<file path="src/rtl/scurve_seq_pkg.sv">
// scurve_seq_pkg: shared types for the S-curve DAQ sequencer
// state encoding and default sizing constants
package scurve_seq_pkg;

  localparam int DAC_WIDTH_DEF = 10;
  localparam int RUN_WIDTH_DEF = 16;
  localparam int TIMEOUT_DEF   = 4000000;

  typedef enum logic [2:0] {
    IDLE      = 3'd0,
    LOAD_SC   = 3'd1,
    WAIT_SC   = 3'd2,
    START_RUN = 3'd3,
    WAIT_RUN  = 3'd4,
    NEXT_STEP = 3'd5,
    DONE      = 3'd6
  } seq_state_t;

endpackage

</file>
<file path="src/rtl/seq_timeout_timer.sv">
// seq_timeout_timer: watchdog cycle counter with clear and enable
// expired is high on the last allowed cycle; TIMEOUT_CYCLES=0 never expires
module seq_timeout_timer
  import scurve_seq_pkg::*;
#(
  parameter int TIMEOUT_CYCLES = TIMEOUT_DEF
)(
  input  logic Clk,
  input  logic reset,
  input  logic clr,
  input  logic en,
  output logic expired
);

  localparam int CW =
    (TIMEOUT_CYCLES > 1) ? $clog2(TIMEOUT_CYCLES) : 1;
  localparam int LIM =
    (TIMEOUT_CYCLES > 0) ? TIMEOUT_CYCLES - 1 : 0;
  localparam logic [CW-1:0] LIM_V = CW'(LIM);
  localparam bit WD_ON = (TIMEOUT_CYCLES != 0);

  logic [CW-1:0] cnt;

  // count enabled cycles, hold at the limit
  always_ff @(posedge Clk or posedge reset) begin
    if (reset) begin
      cnt <= '0;
    end else if (clr) begin
      cnt <= '0;
    end else if (en && cnt != LIM_V) begin
      cnt <= cnt + 1'b1;
    end
  end

  assign expired = WD_ON && en && (cnt == LIM_V);

endmodule

</file>
<file path="src/rtl/scurve_daq_sequencer.sv">
// scurve_daq_sequencer: threshold sweep sequencer for S-curve scans
// optional trigger counting enabled by SCURVE_TRIG_COUNT_EN
module scurve_daq_sequencer
  import scurve_seq_pkg::*;
#(
  parameter int DAC_WIDTH      = DAC_WIDTH_DEF,
  parameter int RUN_WIDTH      = RUN_WIDTH_DEF,
  parameter int TIMEOUT_CYCLES = TIMEOUT_DEF
)(
  input  logic                 Clk,
  input  logic                 reset,
  input  logic                 Sweep_Start,
  input  logic                 Sweep_Stop,
  input  logic [DAC_WIDTH-1:0] Dac_Start,
  input  logic [DAC_WIDTH-1:0] Dac_End,
  input  logic [DAC_WIDTH-1:0] Dac_Step,
  input  logic [RUN_WIDTH-1:0] Runs_Per_Step,
  output logic                 Sc_Req,
  output logic [DAC_WIDTH-1:0] Sc_Dac,
  input  logic                 Sc_Done,
  output logic                 Daq_Start,
  input  logic                 Once_end,
  output logic                 Busy,
  output logic                 Step_Strobe,
  output logic                 Sweep_Done,
  output logic                 Timeout_Err,
`ifdef SCURVE_TRIG_COUNT_EN
  input  logic                 Trig_In,
  output logic [31:0]          Trig_Count,
  output logic                 Trig_Count_Valid,
`endif
  output logic [RUN_WIDTH-1:0] Run_Count
);

  seq_state_t state_q;
  seq_state_t state_d;

  logic [DAC_WIDTH-1:0] end_q;
  logic [DAC_WIDTH-1:0] step_q;
  logic [RUN_WIDTH-1:0] runs_q;
  logic                 abort_q;
  logic                 abort;
  logic                 waiting;
  logic                 tmo;
  logic [DAC_WIDTH:0]   nxt;
  logic                 last_step;
  logic [RUN_WIDTH-1:0] run_inc;

  logic sc_req_d;
  logic daq_start_d;
  logic step_strobe_d;
  logic sweep_done_d;
  logic timeout_err_d;

  assign abort   = abort_q | Sweep_Stop;
  assign waiting = (state_q == WAIT_SC) ||
                   (state_q == WAIT_RUN);
  assign nxt     = {1'b0, Sc_Dac} + {1'b0, step_q};
  assign run_inc = Run_Count + 1'b1;
  assign Busy    = (state_q != IDLE);

  // stop after this code if at end or next code overshoots
  assign last_step = (Sc_Dac >= end_q) ||
                     nxt[DAC_WIDTH] ||
                     (nxt > {1'b0, end_q});

  seq_timeout_timer #(
    .TIMEOUT_CYCLES(TIMEOUT_CYCLES)
  ) u_wdog (
    .Clk    (Clk),
    .reset  (reset),
    .clr    (!waiting),
    .en     (waiting),
    .expired(tmo)
  );

  // state register
  always_ff @(posedge Clk or posedge reset) begin
    if (reset) begin
      state_q <= IDLE;
    end else begin
      state_q <= state_d;
    end
  end

  // next-state decode; handshake events win over the watchdog
  always_comb begin
    state_d = state_q;
    unique case (state_q)
      IDLE: begin
        if (Sweep_Start) state_d = LOAD_SC;
      end
      LOAD_SC: begin
        state_d = WAIT_SC;
      end
      WAIT_SC: begin
        if (Sc_Done) begin
          state_d = abort ? DONE : START_RUN;
        end else if (tmo) begin
          state_d = IDLE;
        end
      end
      START_RUN: begin
        state_d = abort ? DONE : WAIT_RUN;
      end
      WAIT_RUN: begin
        if (Once_end) begin
          if (abort) begin
            state_d = DONE;
          end else if (run_inc < runs_q) begin
            state_d = START_RUN;
          end else begin
            state_d = NEXT_STEP;
          end
        end else if (tmo) begin
          state_d = IDLE;
        end
      end
      NEXT_STEP: begin
        state_d = (last_step || abort) ? DONE : LOAD_SC;
      end
      DONE: begin
        state_d = IDLE;
      end
      default: begin
        state_d = IDLE;
      end
    endcase
  end

  // output decode; outputs are registered one cycle later
  always_comb begin
    sc_req_d      = (state_d == WAIT_SC);
    daq_start_d   = (state_q == START_RUN) &&
                    (state_d == WAIT_RUN);
    step_strobe_d = (state_q == NEXT_STEP);
    sweep_done_d  = (state_q == DONE);
    timeout_err_d = Timeout_Err;
    if (state_q == IDLE && Sweep_Start) begin
      timeout_err_d = 1'b0;
    end else if (waiting && state_d == IDLE) begin
      timeout_err_d = 1'b1;
    end
  end

  // registered control outputs
  always_ff @(posedge Clk or posedge reset) begin
    if (reset) begin
      Sc_Req      <= 1'b0;
      Daq_Start   <= 1'b0;
      Step_Strobe <= 1'b0;
      Sweep_Done  <= 1'b0;
      Timeout_Err <= 1'b0;
    end else begin
      Sc_Req      <= sc_req_d;
      Daq_Start   <= daq_start_d;
      Step_Strobe <= step_strobe_d;
      Sweep_Done  <= sweep_done_d;
      Timeout_Err <= timeout_err_d;
    end
  end

  // sweep settings, current code, run counter and pending abort
  always_ff @(posedge Clk or posedge reset) begin
    if (reset) begin
      Sc_Dac    <= '0;
      end_q     <= '0;
      step_q    <= '0;
      runs_q    <= '0;
      Run_Count <= '0;
      abort_q   <= 1'b0;
    end else if (state_q == IDLE) begin
      abort_q <= 1'b0;
      if (Sweep_Start) begin
        Sc_Dac    <= Dac_Start;
        end_q     <= Dac_End;
        step_q    <= (Dac_Step == '0) ?
                     DAC_WIDTH'(1) : Dac_Step;
        runs_q    <= (Runs_Per_Step == '0) ?
                     RUN_WIDTH'(1) : Runs_Per_Step;
        Run_Count <= '0;
        abort_q   <= Sweep_Stop;
      end
    end else begin
      if (Sweep_Stop) abort_q <= 1'b1;
      if (state_q == WAIT_RUN && Once_end) begin
        Run_Count <= run_inc;
      end
      if (state_q == NEXT_STEP) begin
        Run_Count <= '0;
        if (state_d == LOAD_SC) begin
          Sc_Dac <= nxt[DAC_WIDTH-1:0];
        end
      end
    end
  end

`ifdef SCURVE_TRIG_COUNT_EN
  logic [31:0] trig_cnt_q;

  // saturating trigger count per code, frozen at step end
  always_ff @(posedge Clk or posedge reset) begin
    if (reset) begin
      trig_cnt_q       <= '0;
      Trig_Count       <= '0;
      Trig_Count_Valid <= 1'b0;
    end else begin
      Trig_Count_Valid <= (state_q == NEXT_STEP);
      if (state_q == NEXT_STEP) begin
        Trig_Count <= trig_cnt_q;
      end
      if (state_q != LOAD_SC && state_d == LOAD_SC) begin
        trig_cnt_q <= '0;
      end else if (state_q == WAIT_RUN && Trig_In &&
                   trig_cnt_q != '1) begin
        trig_cnt_q <= trig_cnt_q + 1'b1;
      end
    end
  end
`endif

endmodule

</file>
<file path="config.mk">
export PLATFORM = sky130hd
export DESIGN_NAME = scurve_daq_sequencer
export DESIGN_NICKNAME = d
export VERILOG_FILES = /design/src/rtl/scurve_seq_pkg.sv /design/src/rtl/seq_timeout_timer.sv /design/src/rtl/scurve_daq_sequencer.sv
export SDC_FILE = /design/constraint.sdc
export NUM_CORES = 1
export LEC_CHECK = 0
export ABC_CLOCK_PERIOD_IN_PS = 3600
export CAP_MARGIN = 10
export CORE_MARGIN = 1
export CORE_UTILIZATION = 50
export DETAILED_ROUTE_END_ITERATION = 10
export PLACE_DENSITY_LB_ADDON = 0.25
export SYNTH_ARGS = -nofsm -noshare
export SYNTH_HDL_FRONTEND = slang
export SYNTH_HIERARCHICAL = 1
export SYNTH_SLANG_ARGS = --single-unit
</file>
<file path="constraint.sdc">
create_clock -name Clk -period 3.6 [get_ports Clk]
set_input_delay 0.72 -clock Clk [delete_from_list [all_inputs] [get_ports Clk]]
set_output_delay 0.72 -clock Clk [all_outputs]
set_load 0.01 [all_outputs]
</file>
==> results of run 1 <==
==> power breakdown <==
| part | leakage (nW) | internal, mW | switching (mW) |
|---|---|---|---|
| clock | 0.151 | 0.543 | 0.434 |
| sequential | 1.20 | 1.36 | 0.198 |
| combinational | 1.98 | 1.79 | 2.09 |
| total | 3.33 | 3.69 | 2.72 |
==> cell type report <==
| cell class | count | area [sq um] |
|---|---|---|
| sequential | 93 | 2330 |
| tap | 140 | 175 |
| timing repair buffer | 127 | 1170 |
| clock inverter | 7 | 73.8 |
| clock buffer | 9 | 225 |
| fill | 904 | 3630 |
| multi-input combinational | 476 | 3300 |
| inverter | 35 | 131 |
==> flip-flops by register name, indices dropped and copies added (netlist names) <==
signal and cells:
abort_q 1, Step_Strobe 1, Sc_Dac 10, Sweep_Done 1, u_wdog/cnt 22, Run_Count 16
Sc_Req 1, state_q 3, Timeout_Err 1, step_q 10, runs_q 16, end_q 10
Daq_Start 1
==> kinds of logic (layout without fill, tap and decap cells) <==
family,after synthesis,after routing,share of synthesized area [%]
mux,24,24,5.00
compound gates,140,140,15.4
xor+xnor,30,30,4.55
flops,93,93,40.3
buf+inv,57,178,4.33
fa+ha+maj,48,48,10.5
simple gates,234,234,19.8
==> repair_timing <==
item | in CTS | in global routing
hold endpoints to repair | 0 | 0
resized for setup | 0 | 17
endpoints found under the setup margin | 10 | 10
cloned | 0 | 1
pin swaps | 0 | 2
buffers inserted | 0 | 4
==> through the flow <==
| step | TNS [ns] | worst slack (ns) | hold WS [ns] | instances | power [mW] |
|---|---|---|---|---|---|
| 2_1_floorplan | 0 | 0.00884 | 0.484 | 626 | 3.96 |
| 3_3_place_gp | -0.526 | -0.0681 | 0.495 | 866 | 5.00 |
| 3_5_place_dp | -0.965 | -0.108 | 0.503 | 866 | 5.15 |
| 4_1_cts | -1.50 | -0.161 | 0.518 | 882 | 6.15 |
| 5_1_grt | -3.29 | -0.363 | 0.536 | 887 | 6.88 |
| 6_report | -1.80 | -0.223 | 0.515 | 887 | 6.41 |
==> worst max path at each step <==
stage                     startpoint         to  slack, ns
after floorplan            Sc_Dac[0]  Sc_Dac[1]      0.009
final                      Sc_Dac[0]  Sc_Dac[6]      -0.22
after detailed placement   Sc_Dac[0]  Sc_Dac[5]      -0.11
after global routing       Sc_Dac[0]  Sc_Dac[4]      -0.36
after CTS                  Sc_Dac[0]  Sc_Dac[5]      -0.16
after global placement     Sc_Dac[0]  Sc_Dac[6]      -0.07
==> placed cells by master (no fill, tap or decap), types with 3 or more instances in the layout <==
cell,count
nor2b_1,6
clkbuf_16,9
or4_1,4
clkdlybuf4s50_1,83
a22o_1,4
o21ai_0,53
nor4_1,8
or3_1,7
xnor2_1,14
nor2_1,44
nand4_1,12
dfrtp_1,92
o211ai_1,3
mux2i_1,6
ha_1,45
o31ai_1,7
inv_1,34
a22oi_1,3
mux2_2,11
nor3_1,10
and2_1,5
nand2_1,90
nor4b_1,3
o21bai_1,4
clkinv_2,3
nand3_1,17
a31oi_1,4
buf_4,42
a21o_1,6
nand2b_1,4
xor2_1,15
mux2_4,7
and3_1,7
a21oi_1,32
==> per-layer routing <==
metal | GRT usage [%] | vias to the layer above | wire length, um
li1 | - | 2467 | -
met1 | 33.1 | 2473 | 6620
met2 | 42.8 | 148 | 7180
met3 | 4.45 | 24 | 801
met4 | 11.1 | 0 | 342
met5 | 0 | - | 0
==> run_results.csv, run 1 <==
group,metric,value,unit
outcome,outcome,"finished with violations",
outcome,violations,"negative setup slack",
cts,clock-root-buffer,"clkbuf_16",
worst_hold_path,min_path_cells,1,
global_routing,groute.usage.overall,25.8,%
global_routing,grt.overflow.total,0,
cts,cts_tree,"done",
final_layout,fin_area,0.00740,sq mm
yosys,synth_area,0.00578,sq mm
global_routing,grt_pass1_vias,4997,
global_routing,grt_first_pass_wirelength,23600,um
critical_path,path_delay_family,"compound AO/OA/AOI/OAI gates",
critical_path,path_max_fanout,4,
final_layout,area_growth_syn_to_layout,28.1,%
detailed_routing,finalWirelength,14900,um
job,cap_violations,0,
power,leakage,3.33,nW
placed_design,numPortBuffers,83,
critical_path,start_kind,"flop",
yosys,synth_commonest_cells,"dfrtp_1, nand2_1, o21ai_0, ha_1, nor2_1",
cts,clockBufferDepth,2,
placed_design,gp_congestion,0.878,
cts,clkTransAtPathRegs,0.07,ns
critical_path,cp_data_arrival_time,4.07,ns
critical_path,crit_required,3.84,ns
yosys,ys_seq_area_share,40.3,%
floorplanning,num_rows,38,
placed_design,place_area,0.00698,sq mm
floorplanning,pin_count,84,
critical_path,critPathSlowestCell,"dfrtp_1",
sta,rsz0062_at_grt,"true",
cts,cts_made_buffers,9,
final_layout,fin_util,67.1,%
yosys,synth_edf_count,0,
cts,clock-sinks,93,
sta,timing.final.crit_share,106,%
yosys,async_flop_share,100,%
sta,max_freq,0.262,GHz
yosys,synth_nets,726,
critical_path,worstSetupPathDepth,16,
critical_path,r2r-start,"Sc_Dac[0]",
detailed_routing,avgRoutedWirePerCell,16.8,um
critical_path,reg2regPathDepth,16,
yosys,synth_largest_area_cell,"dfrtp_1",
floorplanning,die_y,109,um
worst_hold_path,min_to,"step_q[5]",
detailed_routing,drc_errors,0,
final_layout,nets,842,
critical_path,path_buf_inv,2,
yosys,synth_top_area_share,40.3,%
critical_path,worst_setup_path_end_kind,"flop",
floorplanning,die_w,109,um
yosys,ys.flop_type,"dfrtp_1",
sta,finalHoldViolCount,0,
critical_path,critPathMaxStageDelay,0.38,ns
sta,relSlewSlack,37.9,%
cts,htree_levels,3,
yosys,yosysMostFrequentCell,"dfrtp_1",
global_routing,grt_max_degree,72,
floorplanning,coreArea,0.0110,sq mm
cts,cts_hold_buf,0,
sta,period_needed,3.82,ns
floorplanning,start_util,52.4,%
critical_path,ff2ff_setup_slack,-0.22,ns
final_layout,diodes,0,
detailed_routing,antenna_left,0,
detailed_routing,routed-via-count,5112,
detailed_routing,viasPerCell,5.76,
final_layout,drive_gt1_share,13.9,%
power,max-vdd-ir-drop,0.573,mV
worst_hold_path,hp-class,"reg2reg",
critical_path,crit_type,"reg2reg",
sta,worstMarginPinSlew,0.932,ns
yosys,synth.distinct_cells,64,
floorplanning,die_area,0.0120,sq mm
global_routing,antenna_found_initial,0,
sta,setup_viol,10,
yosys,syn_inst,626,
cts,worstSkewPairLatency,0.35,ns
yosys,ys_seq_elements,93,
critical_path,r2r_end,"Sc_Dac[6]",
sta,setup_slack,-0.223,ns
detailed_routing,firstDrtPassIters,5,
detailed_routing,dr.first_iter.drc_count,273,
power,power_density,867,mW/mm^2
yosys,syn_area_per_cell,9.23,sq um
yosys,yosysWarningCount,6,
sta,slew_viol_final,0,
sta,fin_skew,0.00802,ns
placed_design,dpl.hpwl,10900,um
yosys,synth.area.top_cells,"dfrtp_1, ha_1, nand2_1, o21ai_0, a21oi_1",
critical_path,cp_cell_sequence,"ha_2 > fa_2 > a211oi_2 > o21bai_1 > a311o_1 > xor2_2 > ha_4 > nand4_1 > or3_1 > nand3_2 > a21oi_2 > a21o_1 > nor4b_4 > buf_4 > buf_6 > mux2_4",
worst_hold_path,min_from,"step_q[5]",
Power figures use the tool's default switching activity.
==> inputs of run 2 (changes only) <==
--- a/config.mk
+++ b/config.mk
@@ -7,8 +7,8 @@
 export LEC_CHECK = 0
 export ABC_CLOCK_PERIOD_IN_PS = 3600
 export CAP_MARGIN = 10
-export CORE_MARGIN = 1
-export CORE_UTILIZATION = 50
+export CORE_MARGIN = 1.5
+export CORE_UTILIZATION = 35
 export DETAILED_ROUTE_END_ITERATION = 10
 export PLACE_DENSITY_LB_ADDON = 0.25
 export SYNTH_ARGS = -nofsm -noshare
==> run 2 against run 1 <==
Effect of this change:
- combinational power fell by 2%
- register-to-register slack barely moved
- the flow still finishes with violations (negative setup slack)
- total power fell by 2.5%
- critical path depth fell by 1
- flip-flop and latch count did not move
- critical endpoint unchanged
==> run_results.csv, run 2 (synthesized netlist as in run 1, its figures left out) <==
group,metric,value,unit
outcome,outcome,"finished with violations",
outcome,violations,"negative setup slack",
power,power.internal,3.60,mW
global_routing,groute.usage.overall,18.1,%
cts,clock-sinks,93,
cts,clockBufferDepth,2,
sta,finalHoldViolCount,0,
detailed_routing,avgRoutedWirePerCell,15.7,um
detailed_routing,viasPerCell,5.21,
detailed_routing,routed-via-count,5045,
power,max-vdd-ir-drop,0.460,mV
final_layout,fin_util,46.7,%
final_layout,nets,847,
final_layout,stdcell_count,968,
cts,cts_made_buffers,9,
critical_path,path_buf_inv,1,
detailed_routing,drc_errors,0,
global_routing,grt.overflow.total,0,
final_layout,fin_area,0.00747,sq mm
global_routing,grt_first_pass_wirelength,25200,um
global_routing,grt_pass1_vias,5050,
sta,timing.final.crit_share,106,%
sta,setup_viol,10,
detailed_routing,antenna_left,0,
detailed_routing,firstDrtPassIters,4,
global_routing,grt_max_degree,53,
sta,slew_viol_final,0,
power,p_clk_share,14.4,%
sta,fin_skew,0.00718,ns
critical_path,crit_type,"reg2reg",
cts,cts_hold_buf,0,
final_layout,area_growth_syn_to_layout,29.3,%
cts,worstSkewPairLatency,0.35,ns
critical_path,critPathSlowestCell,"dfrtp_1",
critical_path,crit_required,3.84,ns
cts,htree_levels,3,
cts,clock-root-buffer,"clkbuf_16",
final_layout,largest_registers,"u_wdog/cnt x22, Run_Count x16, runs_q x16",
sta,max_freq,0.262,GHz
detailed_routing,dr.first_iter.drc_count,273,
final_layout,final_common_cell,"dfrtp_1",
placed_design,gp_congestion,0.901,
critical_path,cp_cell_sequence,"ha_2 > fa_2 > a211oi_2 > o21bai_1 > a311o_1 > xor2_1 > ha_1 > nand4_1 > or3_1 > nand3_1 > a21oi_1 > a21o_1 > nor4b_4 > buf_6 > mux2_4",
power,seqPwrFrac,25.0,%
cts,clkTransAtPathRegs,0.06,ns
critical_path,start_kind,"flop",
floorplanning,num_rows,46,
placed_design,pre_cts_ws,-0.148,ns
critical_path,path_max_fanout,5,
power,power_density,837,mW/mm^2
final_layout,mostFrequentLayoutCells,"dfrtp_1, nand2_1, clkdlybuf4s50_1",
placed_design,numPortBuffers,83,
sta,worstMarginPinSlew,0.835,ns
floorplanning,die_w,131,um
sta,rsz0062_at_grt,"true",
power,p_sw_share,42.3,%
final_layout,largest_reg_flops,22,
placed_design,post-place-cells,949,
sta,setup_slack,-0.214,ns
power,pwr-share-comb,60.6,%
floorplanning,pin_count,84,
sta,period_needed,3.81,ns
floorplanning,die_y,131,um
critical_path,path_delay_family,"adder cells",
power,leakage,3.32,nW
placed_design,dpl.hpwl,11300,um
floorplanning,start_util,36.1,%
job,cap_violations,0,
critical_path,critPathMaxStageDelay,0.38,ns
final_layout,diodes,0,
final_layout,num-fill-cells,1552,
cts,cts_tree,"done",
critical_path,worst_setup_path_end_kind,"flop",
final_layout,drive_gt1_share,13.6,%
power,power.switching,2.65,mW
placed_design,place_area,0.00714,sq mm
floorplanning,coreArea,0.0160,sq mm
floorplanning,die_area,0.0173,sq mm
worst_hold_path,hp-class,"reg2reg",
global_routing,antenna_found_initial,0,
critical_path,cp_data_arrival_time,4.05,ns
detailed_routing,finalWirelength,15200,um
final_layout,top_register,"u_wdog/cnt",
sta,relSlewSlack,44.3,%
sta,setup-tns-final,-1.83,ns
-- run 2: cell count changes in the layout (fill, tap and decap cells not counted), sizes merged --
| cell | before | now |
|---|---|---|
| clkinv | 4 | 0 |
| clkbuf | 9 | 13 |
| buf | 44 | 49 |
| inv | 37 | 35 |
| clkinvlp | 0 | 3 |
| bufinv | 1 | 0 |
-- run 2: path summary, 6_finish.rpt --
check                          endpoint  slack (ns)         from  cells past startpoint
setup / recovery              Sc_Dac[6]       -0.21    Sc_Dac[0]                     15
hold / removal              Timeout_Err        0.51  Timeout_Err                      1
setup reg to reg              Sc_Dac[6]       -0.21    Sc_Dac[0]                     15
hold reg to reg             Timeout_Err        0.51  Timeout_Err                      1
max in group asynchronous  Run_Count[0]        1.98        reset                      3
min in group asynchronous      end_q[9]        0.82        reset                      2
-- run 2: power groups by stage --
stage	combinational, mW	sequential [mW]	clock (mW)
after floorplan	2.39	1.56	0
after CTS	3.68	1.56	0.915
after detailed placement	3.63	1.58	0
final	3.79	1.56	0.901
after global routing	4.22	1.59	0.966
after global placement	3.54	1.57	0
-- run 2: layout make-up --
cell class,instances,area (sq um),area share (%)
Inverter,35,131,1.76
Multi-Input combinational cell,476,3250,43.5
Clock inverter,3,22.5,0.302
Clock buffer,13,250,3.35
Timing Repair Buffer,132,1220,16.3
Tap cell,216,270,3.62
Sequential cell,93,2330,31.2
-- run 2: timing repair --
action                                 in CTS  in global routing
cloned                                      0                  1
setup endpoints to repair                  10                 12
pin swaps                                   0                  6
endpoints found under the hold margin       0                  0
buffers inserted                            0                  2
resized for setup                           1                  7
-- run 2: stage by stage --
| step | hold slack (ns) | power, mW |
|---|---|---|
| final | 0.510 | 6.25 |
| after global routing | 0.532 | 6.78 |
| after CTS | 0.507 | 6.15 |
| after detailed placement | 0.476 | 5.21 |
| after global placement | 0.480 | 5.10 |
| after floorplan | 0.484 | 3.96 |
-- run 2: routing by layer --
layer | global-route usage [%] | part of all wire [%] | vias to the layer above
li1 | - | - | 2474
met1 | 23.9 | 47 | 2425
met2 | 29.3 | 47 | 124
met3 | 3.09 | 4.4 | 22
met4 | 7.47 | 2.3 | 0
met5 | 0 | 0 | -
